$ cat config.mk
export PLATFORM = sky130hd
export DESIGN_NAME = id_stage
export DESIGN_NICKNAME = d
export VERILOG_FILES = /design/src/rtl/id_stage.sv
export SDC_FILE = /design/constraint.sdc
export NUM_CORES = 1
export LEC_CHECK = 0
export BUFFER_PORTS_ARGS = -buffer_cell sky130_fd_sc_hd__buf_2
export CORE_AREA = 3 3 134 136
export DETAILED_ROUTE_END_ITERATION = 7
export DIE_AREA = 0 0 137 139
export GPL_TIMING_DRIVEN = 1
export PLACE_DENSITY = 0.72
export SETUP_SLACK_MARGIN = 0.4
export SLEW_MARGIN = 20
export SYNTH_ARGS = -nofsm -noshare
export SYNTH_HDL_FRONTEND = slang
export SYNTH_SLANG_ARGS = --single-unit
$ cat constraint.sdc
create_clock -name clk -period 6.6 [get_ports clk]
set_clock_uncertainty 0.05 [all_clocks]
set_input_delay 1.32 -clock clk [delete_from_list [all_inputs] [get_ports clk]]
set_output_delay 1.32 -clock clk [all_outputs]
set_load 0.005 [all_outputs]
$ cat src/rtl/id_stage.sv
// RV32I decode stage with an ID/EX pipeline register and valid/ready handshakes on both sides.
// Optional writeback bypass into the operand capture is enabled by defining ID_WB_BYPASS_EN.
module id_stage #(
  parameter int XLEN  = 32,
  parameter int RV32E = 0
) (
  input  logic            clk,
  input  logic            rst,
  input  logic [31:0]     inst_i,
  input  logic [XLEN-1:0] inst_addr_i,
  input  logic            in_valid_i,
  output logic            in_ready_o,
  output logic [4:0]      rs1_addr_o,
  output logic [4:0]      rs2_addr_o,
  input  logic [XLEN-1:0] rs1_data_i,
  input  logic [XLEN-1:0] rs2_data_i,
  input  logic            wb_wen_i,
  input  logic [4:0]      wb_addr_i,
  input  logic [XLEN-1:0] wb_data_i,
  input  logic            flush_i,
  output logic            out_valid_o,
  input  logic            out_ready_i,
  output logic [31:0]     inst_o,
  output logic [XLEN-1:0] inst_addr_o,
  output logic [XLEN-1:0] op1_o,
  output logic [XLEN-1:0] op2_o,
  output logic [XLEN-1:0] imm_o,
  output logic [4:0]      rd_addr_o,
  output logic            reg_wen_o,
  output logic            illegal_o
);

  logic [6:0] opc, f7;
  logic [2:0] f3;
  logic [4:0] rd_f, rs1_f, rs2_f;

  assign opc   = inst_i[6:0];
  assign rd_f  = inst_i[11:7];
  assign f3    = inst_i[14:12];
  assign rs1_f = inst_i[19:15];
  assign rs2_f = inst_i[24:20];
  assign f7    = inst_i[31:25];

  logic signed [11:0] imm_i_s;
  logic signed [12:0] imm_b_s;
  logic signed [31:0] imm_u_s;
  logic signed [20:0] imm_j_s;
  logic [XLEN-1:0]    imm_i, imm_b, imm_u, imm_j;

  assign imm_i_s = inst_i[31:20];
  assign imm_b_s = {inst_i[31], inst_i[7], inst_i[30:25], inst_i[11:8], 1'b0};
  assign imm_u_s = {inst_i[31:12], 12'b0};
  assign imm_j_s = {inst_i[31], inst_i[19:12], inst_i[20], inst_i[30:21], 1'b0};
  assign imm_i   = XLEN'(imm_i_s);
  assign imm_b   = XLEN'(imm_b_s);
  assign imm_u   = XLEN'(imm_u_s);
  assign imm_j   = XLEN'(imm_j_s);

  // Operand values as read this cycle; x0 is forced to zero ahead of any bypass.
  logic [XLEN-1:0] rs1_val, rs2_val;

`ifdef ID_WB_BYPASS_EN
  always_comb begin
    rs1_val = rs1_data_i;
    rs2_val = rs2_data_i;
    if (wb_wen_i && (wb_addr_i != 5'd0) && (wb_addr_i == rs1_f)) rs1_val = wb_data_i;
    if (wb_wen_i && (wb_addr_i != 5'd0) && (wb_addr_i == rs2_f)) rs2_val = wb_data_i;
    if (rs1_f == 5'd0) rs1_val = '0;
    if (rs2_f == 5'd0) rs2_val = '0;
  end
`else
  logic unused_wb;
  assign unused_wb = ^{wb_wen_i, wb_addr_i, wb_data_i};

  always_comb begin
    rs1_val = (rs1_f == 5'd0) ? '0 : rs1_data_i;
    rs2_val = (rs2_f == 5'd0) ? '0 : rs2_data_i;
  end
`endif

  logic            legal, use_rs1, use_rs2, writes_rd;
  logic [XLEN-1:0] op1_d, op2_d, imm_d;
  logic [4:0]      rd_d;
  logic            wen_d;

  always_comb begin
    legal     = 1'b0;
    use_rs1   = 1'b0;
    use_rs2   = 1'b0;
    writes_rd = 1'b0;
    op1_d     = '0;
    op2_d     = '0;
    imm_d     = '0;
    case (opc)
      7'h13: begin
        if (f3 == 3'd1)      legal = (f7 == 7'h00);
        else if (f3 == 3'd5) legal = (f7 == 7'h00) || (f7 == 7'h20);
        else                 legal = 1'b1;
        use_rs1   = 1'b1;
        writes_rd = 1'b1;
        op1_d     = rs1_val;
        op2_d     = imm_i;
        imm_d     = imm_i;
      end
      7'h33: begin
        legal     = (f7 == 7'h00) || ((f7 == 7'h20) && ((f3 == 3'd0) || (f3 == 3'd5)));
        use_rs1   = 1'b1;
        use_rs2   = 1'b1;
        writes_rd = 1'b1;
        op1_d     = rs1_val;
        op2_d     = rs2_val;
      end
      7'h63: begin
        legal   = (f3 != 3'd2) && (f3 != 3'd3);
        use_rs1 = 1'b1;
        use_rs2 = 1'b1;
        op1_d   = rs1_val;
        op2_d   = rs2_val;
        imm_d   = imm_b;
      end
      7'h37: begin
        legal     = 1'b1;
        writes_rd = 1'b1;
        op2_d     = imm_u;
        imm_d     = imm_u;
      end
      7'h17: begin
        legal     = 1'b1;
        writes_rd = 1'b1;
        op1_d     = inst_addr_i;
        op2_d     = imm_u;
        imm_d     = imm_u;
      end
      7'h6F: begin
        legal     = 1'b1;
        writes_rd = 1'b1;
        op1_d     = inst_addr_i;
        op2_d     = XLEN'(4);
        imm_d     = imm_j;
      end
      default: legal = 1'b0;
    endcase

    if ((RV32E != 0) && ((use_rs1 && rs1_f[4]) || (use_rs2 && rs2_f[4]) || (writes_rd && rd_f[4])))
      legal = 1'b0;

    rd_d  = writes_rd ? rd_f : 5'd0;
    wen_d = writes_rd && (rd_f != 5'd0);

    if (!legal) begin
      use_rs1 = 1'b0;
      use_rs2 = 1'b0;
      op1_d   = '0;
      op2_d   = '0;
      imm_d   = '0;
      rd_d    = 5'd0;
      wen_d   = 1'b0;
    end
  end

  assign rs1_addr_o = use_rs1 ? rs1_f : 5'd0;
  assign rs2_addr_o = use_rs2 ? rs2_f : 5'd0;

  logic            valid_q;
  logic [31:0]     inst_q;
  logic [XLEN-1:0] addr_q, op1_q, op2_q, imm_q;
  logic [4:0]      rd_q;
  logic            wen_q, ill_q;
  logic            capture;

  assign in_ready_o = !valid_q || out_ready_i;
  assign capture    = in_valid_i && in_ready_o;

  // Flush outranks capture and hold; data registers are left alone since valid gates them.
  always_ff @(posedge clk) begin
    if (rst) begin
      valid_q <= 1'b0;
      inst_q  <= '0;
      addr_q  <= '0;
      op1_q   <= '0;
      op2_q   <= '0;
      imm_q   <= '0;
      rd_q    <= '0;
      wen_q   <= 1'b0;
      ill_q   <= 1'b0;
    end else if (flush_i) begin
      valid_q <= 1'b0;
    end else if (capture) begin
      valid_q <= 1'b1;
      inst_q  <= inst_i;
      addr_q  <= inst_addr_i;
      op1_q   <= op1_d;
      op2_q   <= op2_d;
      imm_q   <= imm_d;
      rd_q    <= rd_d;
      wen_q   <= wen_d;
      ill_q   <= !legal;
    end else if (out_ready_i) begin
      valid_q <= 1'b0;
    end
  end

  assign out_valid_o = valid_q;
  assign inst_o      = inst_q;
  assign inst_addr_o = addr_q;
  assign op1_o       = op1_q;
  assign op2_o       = op2_q;
  assign imm_o       = imm_q;
  assign rd_addr_o   = rd_q;
  assign reg_wen_o   = wen_q;
  assign illegal_o   = ill_q;

endmodule
**Word level (Yosys, flattened, before mapping)**

Index checks and enable logic that the tools add are counted.
Widths: inputs -> output; s select.

- Register bits after elaboration: 168
- Latch bits: 0
- Output and inout bits: 179
- Input bits: 171
- Word-level logic and storage cells: 68
- Memories: 0
- Memory bits (read-only): 0
- RAM bits: 0

- Div/mod/pow operators: 0
- Equal/unequal tests: 11
- Multiplexer cells: 23
- Shift-type cells: 0
- Bitwise gates (word level): 1
- Reductions and logical operators: 24
- $add $sub $neg: 0
- Order comparisons: 0
- Multiply operators: 0

Operators with widths:

| kind | number |
|---|---|
| $pmux 32 s4 | 2 |
| $mux 32 | 5 |
| $pmux 32 s2 | 1 |
| $eq 7x6->1 const B | 3 |
| $mux 5 | 4 |
| $eq 7x5->1 const B | 2 |
| $eq 7x7->1 const B | 2 |
| $logic_not 5->1 | 2 |
| $mux 1 | 10 |
| $reduce_or 2->1 | 4 |
| $logic_not 7->1 | 1 |
| $ne 3x2->1 const B | 2 |
| $reduce_or 3->1 | 2 |
| $reduce_bool 5->1 | 1 |
| $reduce_or 5->1 | 1 |
| $logic_and 1x1->1 | 4 |
| $logic_or 1x1->1 | 4 |
| $pmux 1 s4 | 1 |
| $eq 3x1->1 const B | 1 |
| $eq 3x3->1 const B | 1 |
| $logic_not 3->1 | 1 |
| $logic_not 1->1 | 2 |
| $reduce_and 2->1 | 1 |
| $reduce_bool 2->1 | 1 |
| $not 1->1 | 1 |

**Longest topological paths before layout**

- Word-level depth: 7
- Mapped depth: 9
- Depth with buffers taken out: 5

**Least setup slack after synthesis**

Ideal clock, no wire load.

- Path type: input to output
- From: input inst_i[31]
- To: output rs2_addr_o[0]
- Arrival: 2877 ps
- Slack: 2353 ps
- Stages: 5
- Cell sequence: or4_1 o32ai_2 nand4_4 a211oi_1 and2_1

- Cells in the longest elaborated chain, start to end: 7

RTL lines:

| item | line | text |
|---|---|---|
| from (decl) | 9 | `input logic [31:0] inst_i,` |
| $eq 7x6->1 / $logic_not 7->1 (equally long branches) | 97, 106, 96 |  |
| $logic_or 1x1->1 | 97 | `else if (f3 == 3'd5) legal = (f7 == 7'h00) \|\| (f7 == 7'h20);` |
| $mux 1 | 97 |  |
| $mux 1 | 96 | `if (f3 == 3'd1) legal = (f7 == 7'h00);` |
| $pmux 1 s4 * | 94 | `case (opc)` |
| $mux 1 * | 150 | `if (!legal) begin` |
| $mux 5 * | 162 | `assign rs2_addr_o = use_rs2 ? rs2_f : 5'd0;` |
| to (decl) | 14 | `output logic [4:0] rs2_addr_o,` |

Mark *: on every way between the ends. The rest lies on a longest branch, timed or not.

**Worst setup path after layout**

- From: input inst_i[31]
- To: output rs2_addr_o[2]

Same word-level chain as after synthesis.

==> flow_summary_export.csv <==
group,metric,value,unit
run_status,status,"completed",
worst_setup_path,cp-start-kind,"input pin",
routing,dr_wl_met2,11600,um
hold_path,hold_class,"flip-flop to flip-flop",
clocking,path_clk_slew,60,ps
yosys,syn_nets,976,
finish,num_antenna_cells,0,
yosys,yosys_warnings,0,
pwr,power_frac_seq,46.9,%
global_routing,grt_pass1_wl,36600,um
yosys,synth.distinct_cells,50,
yosys,synth-main-ff-cell,"dfxtp_1",
pwr,switching_share,25.4,%
floorplanning,num_rows,48,
sta,layout_setup_ws,1720,ps
job,max_cap_violations,0,
yosys,synthArstFlopShare,0,%
sta,maxSlewViolCount,0,
worst_setup_path,r2r-start,"out_valid_o",
pwr,p_comb_share,9.6,%
finish,most-common-layout-cells,"buf_2 (310), nand2_1 (195), dfxtp_1 (168)",
floorplanning,start_util,40.4,%
sta,whs,401,ps
worst_setup_path,rrSetupSlack,3770,ps
clocking,htree_levels,4,
yosys,ys_ff_latch,168,
routing,wl_met1,9650,um
placed_design,gp_congestion,0.800,
routing,drc,0,
placed_design,pre_cts_ws,1770,ps
placed_design,dp_hpwl,16800,um
yosys,synth_top_area_share,48.8,%
routing,routed_via_density,5.38,
routing,routedWlPerCell,18.2,um
clocking,cts-buffers-inserted,17,
yosys,ys_seq_area_share,48.8,%
worst_setup_path,required,5230,ps
pwr,power.share.clock,43.5,%
global_routing,grt_pass1_vias,6577,
sta,max_clock_freq,205,MHz
worst_setup_path,crit_path_end_kind,"output port",
yosys,synth-edff-count,0,
finish,fillerInstances,1658,
yosys,avgSynthCellArea,8.57,sq um
floorplanning,design.die.area,19000,sq um
global_routing,grt_use_total,24.4,%
worst_setup_path,criticalPathCategory,"input pin to output port",
pwr,power.internal,1.68,mW
sta,timing.final.crit_period,4880,ps
pwr,irDropWorstVdd,0.000163,V
floorplanning,ios,350,
clocking,cts.path.max_buffers,2,
sta,rsz0062_at_grt,"no",
floorplanning,core_region_area,17100,sq um
finish,mostFrequentLayoutCell,"buf_2",
sta,finalHoldViolations,0,
clocking,cts_tree,"built",
pwr,p_leak,4.14,nW
sta,finalCritPeriodShare,73.9,%
yosys,syn-instance-count,805,
routing,drtIter0Drc,339,
routing,dr_wl_met3,2140,um
routing,dr.max_layer_used,"met4",
clocking,postCtsSetupRepairBufs,0,
global_routing,grt_max_degree,79,
sta,setup_violations,0,
finish,final_util,53.8,%
pwr,power_switching,573,uW
finish,nets,1249,
worst_setup_path,crit_start,"inst_i[31]",
clocking,cts_root_buf,"clkbuf_16",
yosys,yosys-top-cells-area,"dfxtp_1 (49%), nand2_1 (11%), a21oi_1 (6.5%), a221oi_1 (5.1%), a22o_1 (5.1%)",
sta,slew_headroom,26.2,%
yosys,syn_area,6900,sq um
routing,totalWireLength,24000,um
yosys,synth_top_area_cell,"dfxtp_1",
sta,tightest_slew,1110,ps
finish,syn_to_final_growth,33.1,%
hold_path,min_from,"inst_addr_o[18]",
clocking,cts_resized,0,
global_routing,antenna_found_initial,0,
global_routing,overflow,0,
routing,drt-pass1-iter-count,7,
finish,drive_above_1_share,34.2,%
floorplanning,die_width,137,um
pwr,power.density,245,nW/um^2
routing,num_vias,7070,
clocking,cts_sinks,168,
placed_design,portBuffers,311,
floorplanning,die_h,139,um
clocking,hold_buffers,0,
sta,finalSetupTns,0,ps
worst_setup_path,arrival,3510,ps
worst_setup_path,path_max_fanout,8,
routing,ant_nets,0,
clocking,clock_latency,420,ps
[stage by stage]
| step | instance area [sq um] | power, mW | cells |
|---|---|---|---|
| 4_1_cts | 9170 | 2.28 | 1315 |
| 5_1_grt | 9180 | 2.34 | 1315 |
| 3_3_place_gp | 8590 | 1.29 | 1284 |
| 3_5_place_dp | 8590 | 1.30 | 1284 |
| 2_1_floorplan | 6900 | 1.18 | 805 |
| 6_report | 9180 | 2.25 | 1315 |
[flip-flops by register name (all words and copies together) (netlist names)]
signal and cells:
imm_o 32, inst_o 32, reg_wen_o 1, rd_addr_o 5
op2_o 32, inst_addr_o 32, op1_o 32, illegal_o 1
out_valid_o 1
[critical path, stage by stage]
cell and delay, ps:
buf_2 160, or4_1 560, o32ai_2 300, nand4_4 250
a211oi_1 590, and2_1 210, buf_2 110
[routing by layer]
metal	up-vias	track usage, %
li1	3425	-
met1	3305	30.3
met2	306	40.4
met3	34	7.22
met4	0	8.40
met5	-	0
[path summary, 6_finish.rpt]
check	to	depth (start not counted)
setup / recovery	rs2_addr_o[2]	7
hold / removal	inst_addr_o[18]	2
setup reg to reg	op2_o[10]	5
hold reg to reg	inst_addr_o[18]	2
[Yosys cell counts (2+ instances only)]
library cell and number:
nand2_1 195, dfxtp_1 168, a21oi_1 89, clkbuf_1 62
nor2_1 44, a221oi_1 40, a22o_1 40, a211oi_1 37
and2_1 29, nor3_1 21, a32oi_1 9, a21o_1 8
and3_1 6, inv_1 4, nand3b_1 4, a2111oi_4 3
a311oi_1 3, nor2b_1 3, or4_1 3, a21o_2 2
buf_2 2, buf_6 2, nand2b_1 2, o21ai_0 2
or2_2 2
[power by group through the flow]
stage	logic, mW	registers, mW	clock network [mW]
2_1_floorplan	0.0968	1.08	0
3_3_place_gp	0.215	1.08	0
3_5_place_dp	0.217	1.08	0
4_1_cts	0.218	1.06	1.00
5_1_grt	0.240	1.06	1.04
6_report	0.217	1.06	0.978
[cells by family (layout without fill, tap and decap cells)]
logic type	count (synthesis)	count (layout)	synth area share, %
xor+xnor	1	1	0.127
mux	1	1	0.163
simple gates	318	318	20.4
flops	168	168	48.8
compound gates	246	246	26.4
buf+inv	71	356	4.12
[final cells by class]
type / count / area (sq um) / share of cell area, %
repair buffers: 321 / 1630 / 17.8
clock buffers: 20 / 467 / 5.09
flip-flops and latches: 168 / 3360 / 36.6
inverters: 4 / 15.0 / 0.164
well taps: 225 / 282 / 3.07
multi-input cells: 566 / 3300 / 36.0
clock inverters: 11 / 114 / 1.24
Power figures use the tool's default switching activity.
